===== src/rtl/envelope_phase_sequencer_pkg.sv =====
// Shared definitions for the envelope phase sequencer: phase encoding and level limits.
package env_seq_pkg;

  typedef enum logic [2:0] {
    IDLE    = 3'd0,
    ATTACK  = 3'd1,
    DECAY   = 3'd2,
    SUSTAIN = 3'd3,
    RELEASE = 3'd4
  } envPhaseT;

  localparam int DEFAULT_WIDTH = 10;

  // Full-scale level for a width-bit level register.
  function automatic int maxLevel(input int width);
    return (1 << width) - 1;
  endfunction

endpackage


===== src/rtl/envelope_phase_sequencer_step_counter.sv =====
// Envelope level register with start blanking and saturating up/down steps.
module env_step_counter
  import env_seq_pkg::*;
#(
  parameter int WIDTH       = DEFAULT_WIDTH,
  parameter int START_BLANK = 4
) (
  input  logic             clk,
  input  logic             reset,
  input  logic             load,
  input  logic             enable,
  input  logic             dirUp,
  input  logic [WIDTH-1:0] floorLevel,
  output logic [WIDTH-1:0] level
);

  localparam int               BLANK_W   = (START_BLANK < 1) ? 1 : $clog2(START_BLANK + 1);
  localparam logic [WIDTH-1:0] MAX_LEVEL = WIDTH'(maxLevel(WIDTH));

  logic [BLANK_W-1:0] blankCnt;
  logic               stepOk;

  assign stepOk = enable && (blankCnt == '0);

  // NOTE: state registers use non-blocking assignments so every flop samples pre-edge values.
  always_ff @(posedge clk or posedge reset) begin
    if (reset) begin
      level    <= '0;
      blankCnt <= '0;
    end else begin
      if (load) begin
        blankCnt <= BLANK_W'(START_BLANK);
      end else if (blankCnt != '0) begin
        blankCnt <= blankCnt - BLANK_W'(1);
      end

      // Up saturates at full scale; down stops at the floor of the current phase.
      if (stepOk) begin
        if (dirUp) begin
          if (level != MAX_LEVEL) level <= level + WIDTH'(1);
        end else if (level > floorLevel) begin
          level <= level - WIDTH'(1);
        end
      end
    end
  end

endmodule


===== src/rtl/envelope_phase_sequencer.sv =====
// ADSR phase sequencer: drives one exponential incrementer per phase and steps the level on its pulses.
module envelope_phase_sequencer
  import env_seq_pkg::*;
#(
  parameter int WIDTH       = DEFAULT_WIDTH,
  parameter int START_BLANK = 4
) (
  input  logic             clk,
  input  logic             reset,
  input  logic             gate,
  input  logic [WIDTH-1:0] attack_len,
  input  logic [WIDTH-1:0] decay_len,
  input  logic [WIDTH-1:0] sustain_level,
  input  logic [WIDTH-1:0] release_len,
  input  logic             inc_pulse,
  output logic             inc_start,
  output logic [WIDTH-1:0] inc_pulse_length,
  output logic [WIDTH-1:0] inc_max_out,
  output logic [WIDTH-1:0] level,
  output logic [2:0]       phase,
  output logic             busy
);

  localparam logic [WIDTH-1:0] MAX_LEVEL = WIDTH'(maxLevel(WIDTH));

  envPhaseT         phaseReg, phaseNext, reqPhase;
  logic             gateD, rise, fall;
  logic             reqValid, entry;
  logic [WIDTH-1:0] entryLen, entrySteps, sustainTarget;
  logic [WIDTH-1:0] attackSteps, decaySteps;
  logic             decayNeeded, stepPhase, stepEnable;

  assign rise        = gate & ~gateD;
  assign fall        = ~gate & gateD;
  assign attackSteps = MAX_LEVEL - level;
  assign decaySteps  = level - sustain_level;
  assign decayNeeded = level > sustain_level;
  assign stepPhase   = (phaseReg == ATTACK) || (phaseReg == DECAY) || (phaseReg == RELEASE);
  // A gate edge in the same cycle as a pulse takes priority and the pulse is lost.
  assign stepEnable  = inc_pulse & stepPhase & ~rise & ~fall;
  assign phase       = phaseReg;

  always_comb begin
    // NOTE: every signal driven here gets a default first so no path can infer a latch.
    phaseNext  = phaseReg;
    reqValid   = 1'b0;
    reqPhase   = phaseReg;
    entry      = 1'b0;
    entryLen   = '0;
    entrySteps = '0;

    if (phaseReg != IDLE && fall) begin
      reqValid = 1'b1;
      reqPhase = RELEASE;
    end else if ((phaseReg == IDLE || phaseReg == RELEASE) && rise) begin
      reqValid = 1'b1;
      reqPhase = ATTACK;
    end else begin
      case (phaseReg)
        ATTACK:  if (level == MAX_LEVEL) begin
                   reqValid = 1'b1;
                   reqPhase = DECAY;
                 end
        DECAY:   if (level == sustainTarget) phaseNext = SUSTAIN;
        RELEASE: if (level == '0) phaseNext = IDLE;
        default: ;
      endcase
    end

    // Zero-step phases are skipped so the incrementer never sees a zero step count.
    if (reqValid) begin
      case (reqPhase)
        ATTACK: begin
          if (attackSteps != '0) begin
            phaseNext  = ATTACK;
            entry      = 1'b1;
            entryLen   = attack_len;
            entrySteps = attackSteps;
          end else if (decayNeeded) begin
            phaseNext  = DECAY;
            entry      = 1'b1;
            entryLen   = decay_len;
            entrySteps = decaySteps;
          end else begin
            phaseNext = SUSTAIN;
          end
        end
        DECAY: begin
          if (decayNeeded) begin
            phaseNext  = DECAY;
            entry      = 1'b1;
            entryLen   = decay_len;
            entrySteps = decaySteps;
          end else begin
            phaseNext = SUSTAIN;
          end
        end
        RELEASE: begin
          if (level != '0) begin
            phaseNext  = RELEASE;
            entry      = 1'b1;
            entryLen   = release_len;
            entrySteps = level;
          end else begin
            phaseNext = IDLE;
          end
        end
        default: ;
      endcase
    end
  end

  always_ff @(posedge clk or posedge reset) begin
    if (reset) begin
      gateD            <= 1'b0;
      phaseReg         <= IDLE;
      busy             <= 1'b0;
      inc_start        <= 1'b0;
      inc_pulse_length <= '0;
      inc_max_out      <= '0;
      sustainTarget    <= '0;
    end else begin
      gateD     <= gate;
      phaseReg  <= phaseNext;
      busy      <= (phaseNext != IDLE);
      inc_start <= entry;
      if (entry) begin
        inc_pulse_length <= entryLen;
        inc_max_out      <= entrySteps;
        sustainTarget    <= sustain_level;
      end
    end
  end

  env_step_counter #(
    .WIDTH      (WIDTH),
    .START_BLANK(START_BLANK)
  ) u_step_counter (
    .clk       (clk),
    .reset     (reset),
    .load      (entry),
    .enable    (stepEnable),
    .dirUp     (phaseReg == ATTACK),
    .floorLevel(phaseReg == DECAY ? sustainTarget : '0),
    .level     (level)
  );

endmodule


===== config.mk =====
export PLATFORM = sky130hd
export DESIGN_NAME = envelope_phase_sequencer
export DESIGN_NICKNAME = d
export VERILOG_FILES = /design/src/rtl/envelope_phase_sequencer_pkg.sv /design/src/rtl/envelope_phase_sequencer_step_counter.sv /design/src/rtl/envelope_phase_sequencer.sv
export SDC_FILE = /design/constraint.sdc
export NUM_CORES = 1
export LEC_CHECK = 0
export ABC_AREA = 1
export BUFFER_PORTS_ARGS = -buffer_cell sky130_fd_sc_hd__buf_4
export CORE_MARGIN = 2
export CORE_UTILIZATION = 56
export CTS_CLUSTER_SIZE = 20
export DETAILED_ROUTE_END_ITERATION = 10
export GPL_TIMING_DRIVEN = 0
export PLACE_DENSITY = 0.86
export SLEW_MARGIN = 10
export SYNTH_ARGS = -nofsm -noshare
export SYNTH_HDL_FRONTEND = slang
export SYNTH_SLANG_ARGS = --single-unit
export TNS_END_PERCENT = 50

===== constraint.sdc =====
create_clock -name clk -period 3.67 [get_ports clk]
set_input_delay 0.1835 -clock clk [delete_from_list [all_inputs] [get_ports clk]]
set_output_delay 0.1835 -clock clk [all_outputs]
set_load 0.02 [all_outputs]

## Word level (Yosys, flattened, before mapping)

Cells that the tools add are included.

- Output and inout port bits: 35
- Logic and storage cells: 91
- Bits of input ports: 44
- Register bits after elaboration: 49

- Eq/ne operators: 10
- Reduce and logical (&&, ||, !) cells: 17
- $lt $le $gt $ge: 2
- Bitwise operators: 9
- Muxes and demuxes: 39
- Add/sub/neg operators: 5

Operators by type and width:

| kind | number |
|---|---|
| 10-bit two-way mux | 12 |
| 10-bit one-hot mux with 3 select lines | 2 |
| 3-bit two-way mux | 12 |
| 10-bit greater-than comparator | 2 |
| 10-bit nonzero test | 2 |
| 10-bit by 1-bit adder with 10-bit output, second input constant | 1 |
| 10-bit == test | 1 |
| 10-bit == test, second input constant | 1 |
| 10-bit logical NOT | 1 |
| 10-bit inequality test, second input constant | 1 |
| 10-bit by 1-bit subtractor with 10-bit output, second input constant | 1 |
| 10-bit subtractor | 1 |
| 10-bit subtractor, first input constant | 1 |
| 1-bit two-way mux | 9 |
| 3-bit one-hot mux with 3 select lines | 1 |
| 3-bit nonzero test | 3 |
| 3-bit by 1-bit == test with 1-bit output, second input constant | 2 |
| 3-bit by 2-bit == test with 1-bit output, second input constant | 2 |
| 3-bit == test, second input constant | 2 |
| 3-bit logical NOT | 2 |
| 3-bit one-hot mux with 2 select lines | 1 |
| 1-bit bitwise AND | 5 |
| 1-bit NOT | 4 |
| 2-bit nonzero test | 2 |
| 7 further kinds | 11 |

## Depth between registers and ports, before layout

Gate-level depths: netlist of run 1.

- Word-level depth: 9
- Gate-level depth with buffers: 17
- Mapped depth without buffers: 17

## Cells and area by module

Synthesis of run 1 repeated with hierarchy kept, for this count alone.

- Cells, all modules: 739
- Area, all modules: 4648.2 µm²

Modules (own cells, without submodules):

| module | cells each | instances | sequential area each (µm²) | area an instance (µm²) |
|---|---|---|---|---|
| envelope_phase_sequencer | 540 | 1 | 900.9 | 3229.3 |
| env_step_counter | 199 | 1 | 325.3 | 1418.9 |

## Least setup slack after synthesis of run 1

No wires, ideal clock.

- Kind: register to register
- Start point: reg u_step_counter.level[0]
- End point: reg inc_max_out[4]
- Cell stages (with the launch flop): 16
- Period minus slack after synthesis: 2459 ps
- Library setup time: 117 ps
- Setup slack: 1211 ps
- Data required time: 3553 ps
- Arrival time: 2342 ps
- Path buffers: 1
- Cell sequence: dfrtp_1 > inv_1 > ha_1 > inv_1 > fa_1 > nand3_1 > nand3_1 > nand2_1 > clkbuf_1 > nor2_1 > nand2_1 > nand2_1 > inv_1 > nand2_1 > nand2_1 > nand2_1

- Elaborated cells between the ends (all ways): 27
- Classes of those cells: add/sub (2); order compare (1); eq/ne (4); mux (18); reduce/logical (2)

RTL lines:

| what | line | source |
|---|---|---|
| start: declaration | envelope_phase_sequencer_step_counter.sv:14 | `output logic [WIDTH-1:0] level` |
| start signal: assignment | envelope_phase_sequencer_step_counter.sv:40 | `if (level != MAX_LEVEL) level <= level + WIDTH'(1);` |
| start signal: assignment | envelope_phase_sequencer_step_counter.sv:42 | `level <= level - WIDTH'(1);` |
| 10-bit subtractor (*) | envelope_phase_sequencer.sv:35 | `assign attackSteps = MAX_LEVEL - level;` |
| net attackSteps[0] | envelope_phase_sequencer.sv:30 | `logic [WIDTH-1:0] attackSteps, decaySteps;` |
| 10-bit nonzero test (*) | envelope_phase_sequencer.sv:74 | `if (attackSteps != '0) begin` |
| 10-bit two-way mux / 1-bit two-way mux (equally long branches) | envelope_phase_sequencer.sv:74 |  |
| 10-bit one-hot mux with 3 select lines / 1-bit one-hot mux with 3 select lines (equally long branches) | envelope_phase_sequencer.sv:72 | `case (reqPhase)` |
| 10-bit two-way mux / 1-bit two-way mux (equally long branches) | envelope_phase_sequencer.sv:71 | `if (reqValid) begin` |
| end signal: assignment | envelope_phase_sequencer.sv:129 | `inc_max_out <= entrySteps;` |
| end: declaration | envelope_phase_sequencer.sv:18 | `output logic [WIDTH-1:0] inc_max_out,` |

The timed path passes the listed nets; every way through them passes the cells marked *.
A chain may end at the register's enable or synchronous reset.

## Final worst setup path of run 1

- Start point: reg u_step_counter.level[0]
- End point: reg inc_pulse_length[2]

- Elaborated cells between the ends (all ways): 26
- Classes of those cells: add/sub (1); order compare (1); eq/ne (4); mux (18); reduce/logical (2)

RTL lines:

| what | line | source |
|---|---|---|
| 10-bit subtractor (*) | envelope_phase_sequencer.sv:35 |  |
| net attackSteps[0] | envelope_phase_sequencer.sv:30 |  |
| 10-bit nonzero test (*) | envelope_phase_sequencer.sv:74 |  |
| 10-bit two-way mux / 1-bit two-way mux (equally long branches) | envelope_phase_sequencer.sv:74 |  |
| 10-bit one-hot mux with 3 select lines / 1-bit one-hot mux with 3 select lines (equally long branches) | envelope_phase_sequencer.sv:72 |  |
| 10-bit two-way mux / 1-bit two-way mux (equally long branches) | envelope_phase_sequencer.sv:71 |  |
| end signal: assignment | envelope_phase_sequencer.sv:128 | `inc_pulse_length <= entryLen;` |
| end: declaration | envelope_phase_sequencer.sv:17 | `output logic [WIDTH-1:0] inc_pulse_length,` |

Marked as above.

==> summary.txt, run 1 <==
Die
  • I/O pins: 79
  • Die extent in x: 94.31 um
  • Die Span Y: 94.31 um
  • Starting density of the core: 0.5849
  • Core ar.: 7807 um2
  • Core Rows: 32
  • Die ar.: 8893 um2

Worst setup path
  • Critical Path AT: 3.30 ns
  • CP required: 3.91 ns
  • Register-to-Register Path Depth: 14
  • Max incr delay on CP: 0.51 ns
  • Reg2reg end: inc_pulse_length[2]
  • CP endpoint kind: flop
  • CP dominant cell by count: nand2_1
  • Worst-path cell chain: inv_1, ha_1, inv_1, fa_1, nand3_1, nand3_1, nand2_1, inv_1, nand2_1, nand3_1, nand2_2, buf_2, nand2_1, nand2_1
  • R2R setup slack: 0.61 ns
  • Buf/Inv on CP: 4
  • Critical path class: reg -> reg
  • Slowest-stage cell, CP: dfrtp_1
  • Crit path launch type: flop
  • Max FO, Critical Path: 10
  • R2R Path Start: u_step_counter.level[0]
  • CP delay by family, top: simple AND/OR/NAND/NOR gates

Power
  • Clk pwr share: 0.068
  • P_leak: 3.124 nW
  • Switch share: 0.5455
  • Pwr dens: 864.6 nW/um2
  • Comb pwr share: 0.695
  • Net Sw Power: 2.549 mW
  • Peak supply drop: 0.6498 mV
  • Seq pwr share: 0.237
  • Internal Pwr Total: 2.124 mW

Timing
  • Final period util: 0.8337
  • Slew headroom: 0.6369
  • RSZ-0062 raised after global routing: no
  • Layout Skew: 0.01217 ns
  • Slew @ Worst Pin: 0.5447 ns
  • F_max: 0.3268 GHz
  • Setup violations, final: 0
  • Tmin final: 3.060 ns
  • Setup TNS: 0 ns
  • Hold violation count in the final report: 0
  • Pins Over Slew Limit: 0

Global route
  • Largest net degree at the start of global routing: 29
  • First-pass GRT wire length: 21.80 mm
  • GRT Util Overall: 0.3065
  • Vias in the first global route: 4760
  • Grt total ovfl: 0
  • Initial antenna violation count: 0

Routing
  • Drt wl/cell: 13.88 um
  • Drt first pass iters: 6
  • Via count: 4991
  • Routed Antenna Nets: 0
  • Vias per cell: 5.349
  • Iter 0 DRT Violations: 367
  • Wirelength, routed: 12.95 mm
  • DRC: 0

Clock tree
  • H-tree lvl count: 2
  • Cts bufs inserted: 5
  • CTS tree: done
  • Worst-path clk slew: 0.10 ns
  • Max clock buf depth: 2
  • CTS root buf: clkbuf_8
  • Setup Buffers After CTS: 0
  • Clock net sink count: 49
  • Clk Latency, worst-skew pair: 0.31 ns

Synth
  • Cells after synthesis: 742
  • Distinct cells, synth: 33
  • Mapped Nets: 818
  • Post-synthesis sequential area ratio: 0.2685
  • Synth Flop Type: dfrtp_1
  • FFs w/ async S/R, synth: 1.000
  • Synthesized cell area: 4567 um2
  • Yosys Warn Count: 0
  • Mean Syn Cell Area: 6.155 um2
  • Synthesized flop and latch total: 49
  • Post-synth EDFFs: 0

Final layout
  • Area grow syn2layout: 18.33%
  • Antenna diode instance count: 0
  • Final nets: 906
  • Number of fill cells in the layout: 725
  • Non-Filler Instances: 933
  • Layout Utilization: 0.6921
  • Share of layout cells above drive strength 1: 0.1516

Outcome
  • Status: complete, no violations

Placed design
  • Buffers on Ports: 78
  • Placed cells: 923
  • DP HPWL: 10.15 mm
  • Gp weighted congestion: 0.9345

Hold path
  • Hold endpoint: sustainTarget[9]
  • Worst min path class: in -> reg
  • Min-delay src: sustain_level[9]
  • Hold Path Stages: 3

Job
  • Max-cap violations: 0
## sequential cells by signal, summed over array words and instances (netlist names), 3 cells and up
name and flops:
inc_max_out 10, inc_pulse_length 10, phase 3, sustainTarget 10, u_step_counter.blankCnt 3, u_step_counter.level 10
## timing repair
item | 4_1_cts | 5_1_grt
hold endpoints to repair | 21 | 1
hold buffers | 1 | 1
endpoints found under the setup margin | 0 | 0
resized for setup | 0 | 0
## layout make-up
| class | count | area [um2] | share of cell area |
|---|---|---|---|
| multi-input cells | 557 | 2813 | 0.5205 |
| plain buffers | 25 | 111.4 | 0.02061 |
| repair buffers | 81 | 625.6 | 0.1158 |
| well taps | 102 | 127.6 | 0.02362 |
| clock buffers | 7 | 76.32 | 0.01412 |
| flip-flops and latches | 49 | 1226 | 0.2269 |
| clock inverters | 1 | 7.507 | 0.001389 |
| inverters | 111 | 416.7 | 0.07710 |
## through the flow
stage | hold WS, ns | total power, mW | instance area [um2] | setup WS [ns]
2_1_floorplan | 0.2149 | 3.356 | 4567 | 1.211
3_3_place_gp | 0.3159 | 4.219 | 5280 | 0.7308
3_5_place_dp | 0.2187 | 4.329 | 5300 | 0.6755
4_1_cts | 0.003824 | 4.655 | 5394 | 0.6390
5_1_grt | 0.1166 | 5.155 | 5404 | 0.3923
6_report | 0.1239 | 4.672 | 5404 | 0.6104
## cells in the mapped netlist (all sizes together), types with 7 or more instances
cell type	instances	area (um2)
nand3	86	435.4
ha	30	375.4
clkbuf	13	48.80
or2	10	62.56
nand4	11	75.07
xnor2	7	61.31
xor2	11	96.34
o21ai	36	183.9
inv	110	412.9
nand2	271	1022
a21oi	20	118.9
dfrtp	49	1226
buf	12	62.56
nor2	59	239.0
## power by group through the flow
stage	sequential, mW	combinational, mW	clock, mW
2_1_floorplan	1.22	2.13	0
3_3_place_gp	1.10	3.12	0
3_5_place_dp	1.11	3.22	0
4_1_cts	1.10	3.24	0.317
5_1_grt	1.14	3.67	0.349
6_report	1.11	3.25	0.317
## worst max path at each step
stage / from / end / slack, ns / depth (start not counted)
floorplan: u_step_counter.level[0] / inc_max_out[4] / 1.21 / 15
global placement: u_step_counter.level[0] / inc_pulse_length[4] / 0.73 / 14
detailed placement: u_step_counter.level[0] / inc_pulse_length[6] / 0.68 / 14
CTS: u_step_counter.level[0] / inc_pulse_length[2] / 0.64 / 14
global route: u_step_counter.level[0] / inc_pulse_length[7] / 0.39 / 14
finish: u_step_counter.level[0] / inc_pulse_length[2] / 0.61 / 14
## cell usage in the layout (no fill, tap or decap), types with 7 or more instances in the layout
cell,count
buf_4,79
or2_2,10
dfrtp_1,49
nand3_1,85
nand2_1,269
nor2_1,54
nand4_1,10
xnor2_1,7
clkbuf_1,15
o21ai_0,34
xor2_1,11
ha_1,30
a21oi_1,17
buf_2,11
inv_1,105
## tightest hold or removal path, delay by kind of cell
| kind | cells | cell delay, ns |
|---|---|---|
| and+or+nand+nor | 2 | 0.13 |
| buffers and inverters | 1 | 0.09 |
## logic make-up (layout without fill, tap and decap cells)
logic type	Yosys count	in the layout	synth area share
AND/OR/NAND/NOR	447	447	0.4178
buffers and inverters	136	225	0.1156
AO/OA/AOI/OAI	60	60	0.07260
flip-flops	49	49	0.2685
adder cells (fa/ha/maj)	32	32	0.09096
XOR/XNOR	18	18	0.03452
## per-layer routing
layer,part of all wire,routed length [um],track usage,vias up
met4,0.026,343,0.1039,0
met5,0,0,0,-
met3,0.061,796,0.04575,27
met1,0.44,5651,0.4038,2287
li1,-,-,-,2496
met2,0.48,6157,0.5155,181
Power figures use the tool's default switching activity.
==> inputs of run 2 (changes only) <==
==> constraint.sdc (replaced) <==
create_clock -name clk -period 3 [get_ports clk]
set_input_delay 0.15 -clock clk [delete_from_list [all_inputs] [get_ports clk]]
set_output_delay 0.15 -clock clk [all_outputs]
set_load 0.02 [all_outputs]
==> summary.txt, run 2 (synthesized netlist as in run 1, its figures left out) <==
Placed design
  • Cell Area, Placed: 5300 um2 (unchanged)
  • DP HPWL: 10.15 mm (unchanged)
  • Buffers on Ports: 78 (unchanged)
  • Gp weighted congestion: 0.9345 (unchanged)

Timing
  • Hold slack final: 0.08787 ns (-0.03604 ns)
  • Tmin final: 2.769 ns (-0.2902 ns)
  • Pins Over Slew Limit: 0 (unchanged)
  • Final period util: 0.9231 (+0.08946)
  • Setup TNS: 0 ns (unchanged)
  • Layout Skew: 0.01292 ns (+0.0007478 ns)
  • Slew @ Worst Pin: 0.5441 ns (-0.0005699 ns)
  • Hold violation count in the final report: 0 (unchanged)
  • Setup violations, final: 0 (unchanged)
  • RSZ-0062 raised after global routing: no
  • F_max: 0.3611 GHz (+10%)
  • Slew headroom: 0.6373 (about the same)

Final layout
  • Design area: 5413 um2 (+0.16%)
  • Final nets: 906 (unchanged)
  • Multi-input gate area: 2815 um2 (about the same)
  • Number of fill cells in the layout: 725 (unchanged)
  • Most frequent cells in the layout: 268 x nand2_1, 104 x inv_1, 85 x nand3_1, 79 x buf_4, 54 x nor2_1
  • Most common cell after layout, fill and taps aside: nand2_1
  • Antenna diode instance count: 0 (unchanged)
  • Area grow syn2layout: 18.52%
  • Share of layout cells above drive strength 1: 0.1576 (+0.006017)
  • Register Area: 1227 um2 (+0.10%)

Routing
  • DRC: 0 (unchanged)
  • Vias per cell: 5.335 (-0.26%)
  • Wirelength, routed: 12.93 mm (-0.17%)
  • Iter 0 DRT Violations: 375 (+2.2%)
  • Drt first pass iters: 5 (-1)
  • Drt wl/cell: 13.85 um (-0.17%)
  • Routed Antenna Nets: 0 (unchanged)
  • Via count: 4978 (-0.26%)

Global route
  • Vias in the first global route: 4775 (+0.32%)
  • Initial antenna violation count: 0 (unchanged)
  • Grt total ovfl: 0 (unchanged)
  • First-pass GRT wire length: 21.81 mm (about the same)
  • GRT Util Overall: 0.3067 (about the same)
  • Largest net degree at the start of global routing: 29 (unchanged)

Clock tree
  • Clk Latency, worst-skew pair: 0.31 ns (about the same)
  • H-tree lvl count: 2 (unchanged)
  • Cts bufs inserted: 5 (unchanged)
  • Clock net sink count: 49 (unchanged)
  • Worst-path clk slew: 0.10 ns (about the same)
  • CTS root buf: clkbuf_8
  • CTS tree: done
  • Max clock buf depth: 2 (unchanged)

Worst setup path
  • Crit path launch type: flop
  • Max FO, Critical Path: 10 (unchanged)
  • Critical Path AT: 2.96 ns (-0.34 ns)
  • R2R setup slack: 0.23 ns (-0.38 ns)
  • Setup crit end: u_step_counter.blankCnt[2]
  • CP endpoint kind: flop
  • Critical path class: reg -> reg
  • Reg2reg end: u_step_counter.blankCnt[2]
  • CP required: 3.19 ns (-0.72 ns)
  • R2R Path Start: u_step_counter.level[0]
  • Register-to-Register Path Depth: 13 (-1)
  • CP Launch Point: u_step_counter.level[0]

Die
  • Core ar.: 7807 um2 (unchanged)
  • Die ar.: 8893 um2 (unchanged)
  • Die extent in x: 94.31 um (unchanged)
  • Starting density of the core: 0.5849 (unchanged)
  • Die Span Y: 94.31 um (unchanged)
  • I/O pins: 79 (unchanged)
  • Core Rows: 32 (unchanged)

Power
  • Seq pwr share: 0.237 (about the same)
  • Comb pwr share: 0.695 (about the same)
  • P_leak: 3.129 nW (+0.18%)
  • Net Sw Power: 3.115 mW (+22%)
  • Pwr Total: 5.721 mW (+22%)
  • Internal Pwr Total: 2.606 mW (+23%)
  • Pwr dens: 1057 nW/um2 (+22%)
  • Switch share: 0.5445 (-0.001022)
  • Peak supply drop: 0.7960 mV (+23%)
  • Clk pwr share: 0.068 (about the same)

Job
  • Max-cap violations: 0 (unchanged)

Outcome
  • Status: complete, no violations

Hold path
  • Worst min path class: in -> reg
## run 2: power by group through the flow
stage	sequential [mW]	combinational, mW	clock [mW]
3_5_place_dp	1.36	3.94	0
2_1_floorplan	1.50	2.61	0
6_report	1.35	3.98	0.388
3_3_place_gp	1.35	3.81	0
5_1_grt	1.40	4.49	0.427
4_1_cts	1.35	3.96	0.388
## run 2: cell type report
cell class,count,share of cell area
plain buffers,25,0.02150
clock inverters,1,0.001387
clock buffers,7,0.01410
well taps,102,0.02358
repair buffers,81,0.1156
flip-flops and latches,49,0.2268
inverters,111,0.07698
multi-input cells,557,0.5201
## run 2: through the flow
stage / utilization / instances / setup slack [ns]
after floorplan: - / 742 / 0.5409
after global placement: 0.6763 / 922 / 0.06078
after detailed placement: 0.6788 / 923 / 0.005467
after CTS: 0.6925 / 933 / 0.07839
after global routing: 0.6933 / 933 / 0.05315
final: 0.6933 / 933 / 0.2306
## run 2: metal layers
layer / up-vias / wire [um] / GRT usage
li1: 2499 / - / -
met3: 27 / 773 / 0.04655
met1: 2287 / 5642 / 0.4033
met2: 165 / 6143 / 0.5137
met4: 0 / 366 / 0.1087
met5: - / 0 / 0
## run 2: critical path, cell delays in order, from the launching register on
cell     delay [ns]
dfrtp_2        0.50
inv_2          0.15
ha_1           0.16
inv_1          0.10
fa_1           0.45
nand3_1        0.12
nand3_1        0.14
nand2_2        0.19
inv_1          0.13
nand2_1        0.08
nand3_1        0.13
nand2_2        0.14
buf_2          0.26
o21ai_1        0.10
## run 2: worst min path at each step
stage          depth (start not counted)             start                    endpoint
5_1_grt                                3  sustain_level[3]            sustainTarget[3]
3_3_place_gp                           1              gate                       gateD
6_report                               3  sustain_level[9]            sustainTarget[9]
2_1_floorplan                          0              gate                       gateD
4_1_cts                                3  sustain_level[9]            sustainTarget[9]
3_5_place_dp                           2             reset  u_step_counter.blankCnt[2]
## run 2: timing repair
item	CTS	global route
setup endpoints to repair	7	27
buffers inserted	0	0
hold buffers	2	0
gates resized for setup	1	7
endpoints found under the hold margin	22	0
==> inputs of run 3 (changes only) <==
--- a/config.mk
+++ b/config.mk
@@ -13,6 +13,7 @@
 export DETAILED_ROUTE_END_ITERATION = 10
 export GPL_TIMING_DRIVEN = 0
 export PLACE_DENSITY = 0.86
+export REMOVE_ABC_BUFFERS = 1
 export SLEW_MARGIN = 10
 export SYNTH_ARGS = -nofsm -noshare
 export SYNTH_HDL_FRONTEND = slang
==> summary.txt, run 3 (synthesized netlist as in run 1, its figures left out) <==
Routing
  • DRC: 0 (unchanged)
  • Vias per cell: 5.571 (+4.4%)
  • Routed Antenna Nets: 0 (unchanged)
  • Drt first pass iters: 6 (+1)
  • Iter 0 DRT Violations: 392 (+4.5%)
  • Via count: 5092 (+2.3%)
  • Drt wl/cell: 14.57 um (+5.2%)
  • Wirelength, routed: 13.32 mm (+3.0%)

Timing
  • Slew @ Worst Pin: 0.9337 ns (+0.3896 ns)
  • Post-route worst setup slack: 0.1486 ns (-0.08200 ns)
  • F_max: 0.3507 GHz (-2.9%)
  • Hold violation count in the final report: 0 (unchanged)
  • Setup violations, final: 0 (unchanged)
  • Tmin final: 2.851 ns (+0.08200 ns)
  • Pins Over Slew Limit: 0 (unchanged)
  • Slew headroom: 0.3768 (-0.2604)
  • Layout Skew: 0.004000 ns (-0.008920 ns)
  • Final period util: 0.9505 (+0.02733)

Final layout
  • Number of fill cells in the layout: 652 (-10%)
  • Share of layout cells above drive strength 1: 0.1675 (+0.009846)
  • Final nets: 887 (-2.1%)
  • Area grow syn2layout: 19.53%
  • Most frequent cells in the layout: 267 x nand2_1, 104 x inv_1, 81 x nand3_1, 79 x buf_4, 54 x nor2_1
  • Layout Utilization: 0.6992 (+0.005930)
  • Most common cell after layout, fill and taps aside: nand2_1
  • Antenna diode instance count: 0 (unchanged)

Worst setup path
  • R2R setup slack: 0.15 ns (-0.08 ns)
  • Critical path class: reg -> reg
  • R2R Path Start: u_step_counter.level[0]
  • Critical Path AT: 3.05 ns (+0.09 ns)
  • Crit path launch type: flop
  • Slowest-stage cell, CP: dfrtp_2
  • CP delay by family, top: simple AND/OR/NAND/NOR gates
  • CP endpoint kind: flop
  • Max FO, Critical Path: 19 (+9)
  • Stages on worst setup path: 13 (unchanged)
  • Worst-path cell chain: inv_2, ha_1, inv_1, fa_1, nand3_1, nand3_2, nand2_8, inv_1, nand2_1, nand3_4, buf_12, nand3_1, nand2_1
  • CP required: 3.20 ns (about the same)
  • Buf/Inv on CP: 4 (unchanged)
  • Register-to-Register Path Depth: 13 (unchanged)
  • Reg2reg end: sustainTarget[8]
  • Max incr delay on CP: 0.49 ns (about the same)

Global route
  • Initial antenna violation count: 0 (unchanged)
  • Grt total ovfl: 0 (unchanged)
  • First-pass GRT wire length: 21.39 mm (-1.9%)
  • Vias in the first global route: 4695 (-1.7%)
  • Largest net degree at the start of global routing: 36 (+24%)
  • GRT Util Overall: 0.3020 (-0.004672)

Power
  • Pwr dens: 1090 nW/um2 (+3.1%)
  • P_leak: 3.120 nW (-0.29%)
  • Peak supply drop: 0.9158 mV (+15%)

Placed design
  • DP HPWL: 9.292 mm (-8.5%)
  • Buffers on Ports: 78 (unchanged)
  • Gp weighted congestion: 0.8724 (-6.6%)
  • Post-Place Setup Slack: -1.137 ns (-1.142 ns)

Hold path
  • Worst min path class: in -> reg
  • Hold Path Stages: 3 (unchanged)
  • Min-delay src: sustain_level[2]
  • Hold endpoint: sustainTarget[2]

Clock tree
  • Cts bufs inserted: 5 (unchanged)
  • H-tree lvl count: 2 (unchanged)
  • CTS root buf: clkbuf_8
  • Worst-path clk slew: 0.09 ns (about the same)
  • Clk Latency, worst-skew pair: 0.31 ns (about the same)
  • CTS tree: done
  • Clock net sink count: 49 (unchanged)
  • Max clock buf depth: 2 (unchanged)

Die
  • Core Rows: 32 (unchanged)
  • Die Span Y: 94.31 um (unchanged)
  • Starting density of the core: 0.5849 (unchanged)
  • I/O pins: 79 (unchanged)
  • Die ar.: 8893 um2 (unchanged)
  • Die extent in x: 94.31 um (unchanged)
  • Core ar.: 7807 um2 (unchanged)

Outcome
  • Status: complete, no violations

Job
  • Max-cap violations: 0 (unchanged)
run 3: cell type report:
type | count | area, um2 | share of cell area
Multi-Input combinational cell | 561 | 2939 | 0.5384
Sequential cell | 49 | 1236 | 0.2265
Tap cell | 102 | 127.6 | 0.02338
Inverter | 111 | 416.7 | 0.07632
Timing Repair Buffer | 83 | 653.1 | 0.1196
Clock inverter | 2 | 13.76 | 0.002521
Clock buffer | 6 | 72.57 | 0.01329
run 3: power by group:
part	switching, mW	internal, mW
Combinational	2.63	1.52
Clock	0.236	0.167
Sequential	0.425	0.973
Total	3.29	2.66
run 3: what timing repair did:
action | CTS | global route
setup endpoints to repair | 35 | 46
setup buffers | 1 | 1
cloned | 3 | 1
resized for setup | 13 | 10
hold endpoints to repair | 23 | 0
hold buffers | 2 | 0
pin swaps | 3 | 2
run 3: how the worst max path moves through the flow:
stage                       startpoint                         end  slack, ns
6_report       u_step_counter.level[0]            sustainTarget[8]       0.15
5_1_grt                       phase[1]     u_step_counter.level[9]      -0.01
4_1_cts        u_step_counter.level[6]            sustainTarget[8]       0.02
3_5_place_dp   u_step_counter.level[0]  u_step_counter.blankCnt[1]      -1.14
3_3_place_gp   u_step_counter.level[0]  u_step_counter.blankCnt[1]      -1.04
2_1_floorplan  u_step_counter.level[0]  u_step_counter.blankCnt[0]      -0.27
run 3: worst reg2reg max path: stages (launching register included):
cell and delay (ns):
dfrtp_2 0.49, inv_2 0.16, ha_1 0.17, inv_1 0.09
fa_1 0.45, nand3_1 0.13, nand3_2 0.22, nand2_8 0.23
inv_1 0.11, nand2_1 0.13, nand3_4 0.19, buf_12 0.21
nand3_1 0.09, nand2_1 0.08
run 3: through the flow:
step	setup TNS [ns]	power (mW)	cell area (um2)	hold slack, ns	std cells
floorplan	-7.122	4.005	4456	0.1814	717
global placement	-31.89	4.988	5169	0.2823	897
detailed placement	-35.06	5.158	5189	0.2168	898
CTS	0	5.729	5389	0.08535	912
global route	-0.01374	6.462	5459	0.09532	914
finish	0	5.951	5459	0.08839	914
run 3: routing by layer:
metal | up-vias | track usage | routed length [um]
li1 | 2459 | - | -
met1 | 2355 | 0.3637 | 5229
met2 | 242 | 0.5321 | 6683
met3 | 36 | 0.04976 | 993
met4 | 0 | 0.1280 | 410
met5 | - | 0 | 0
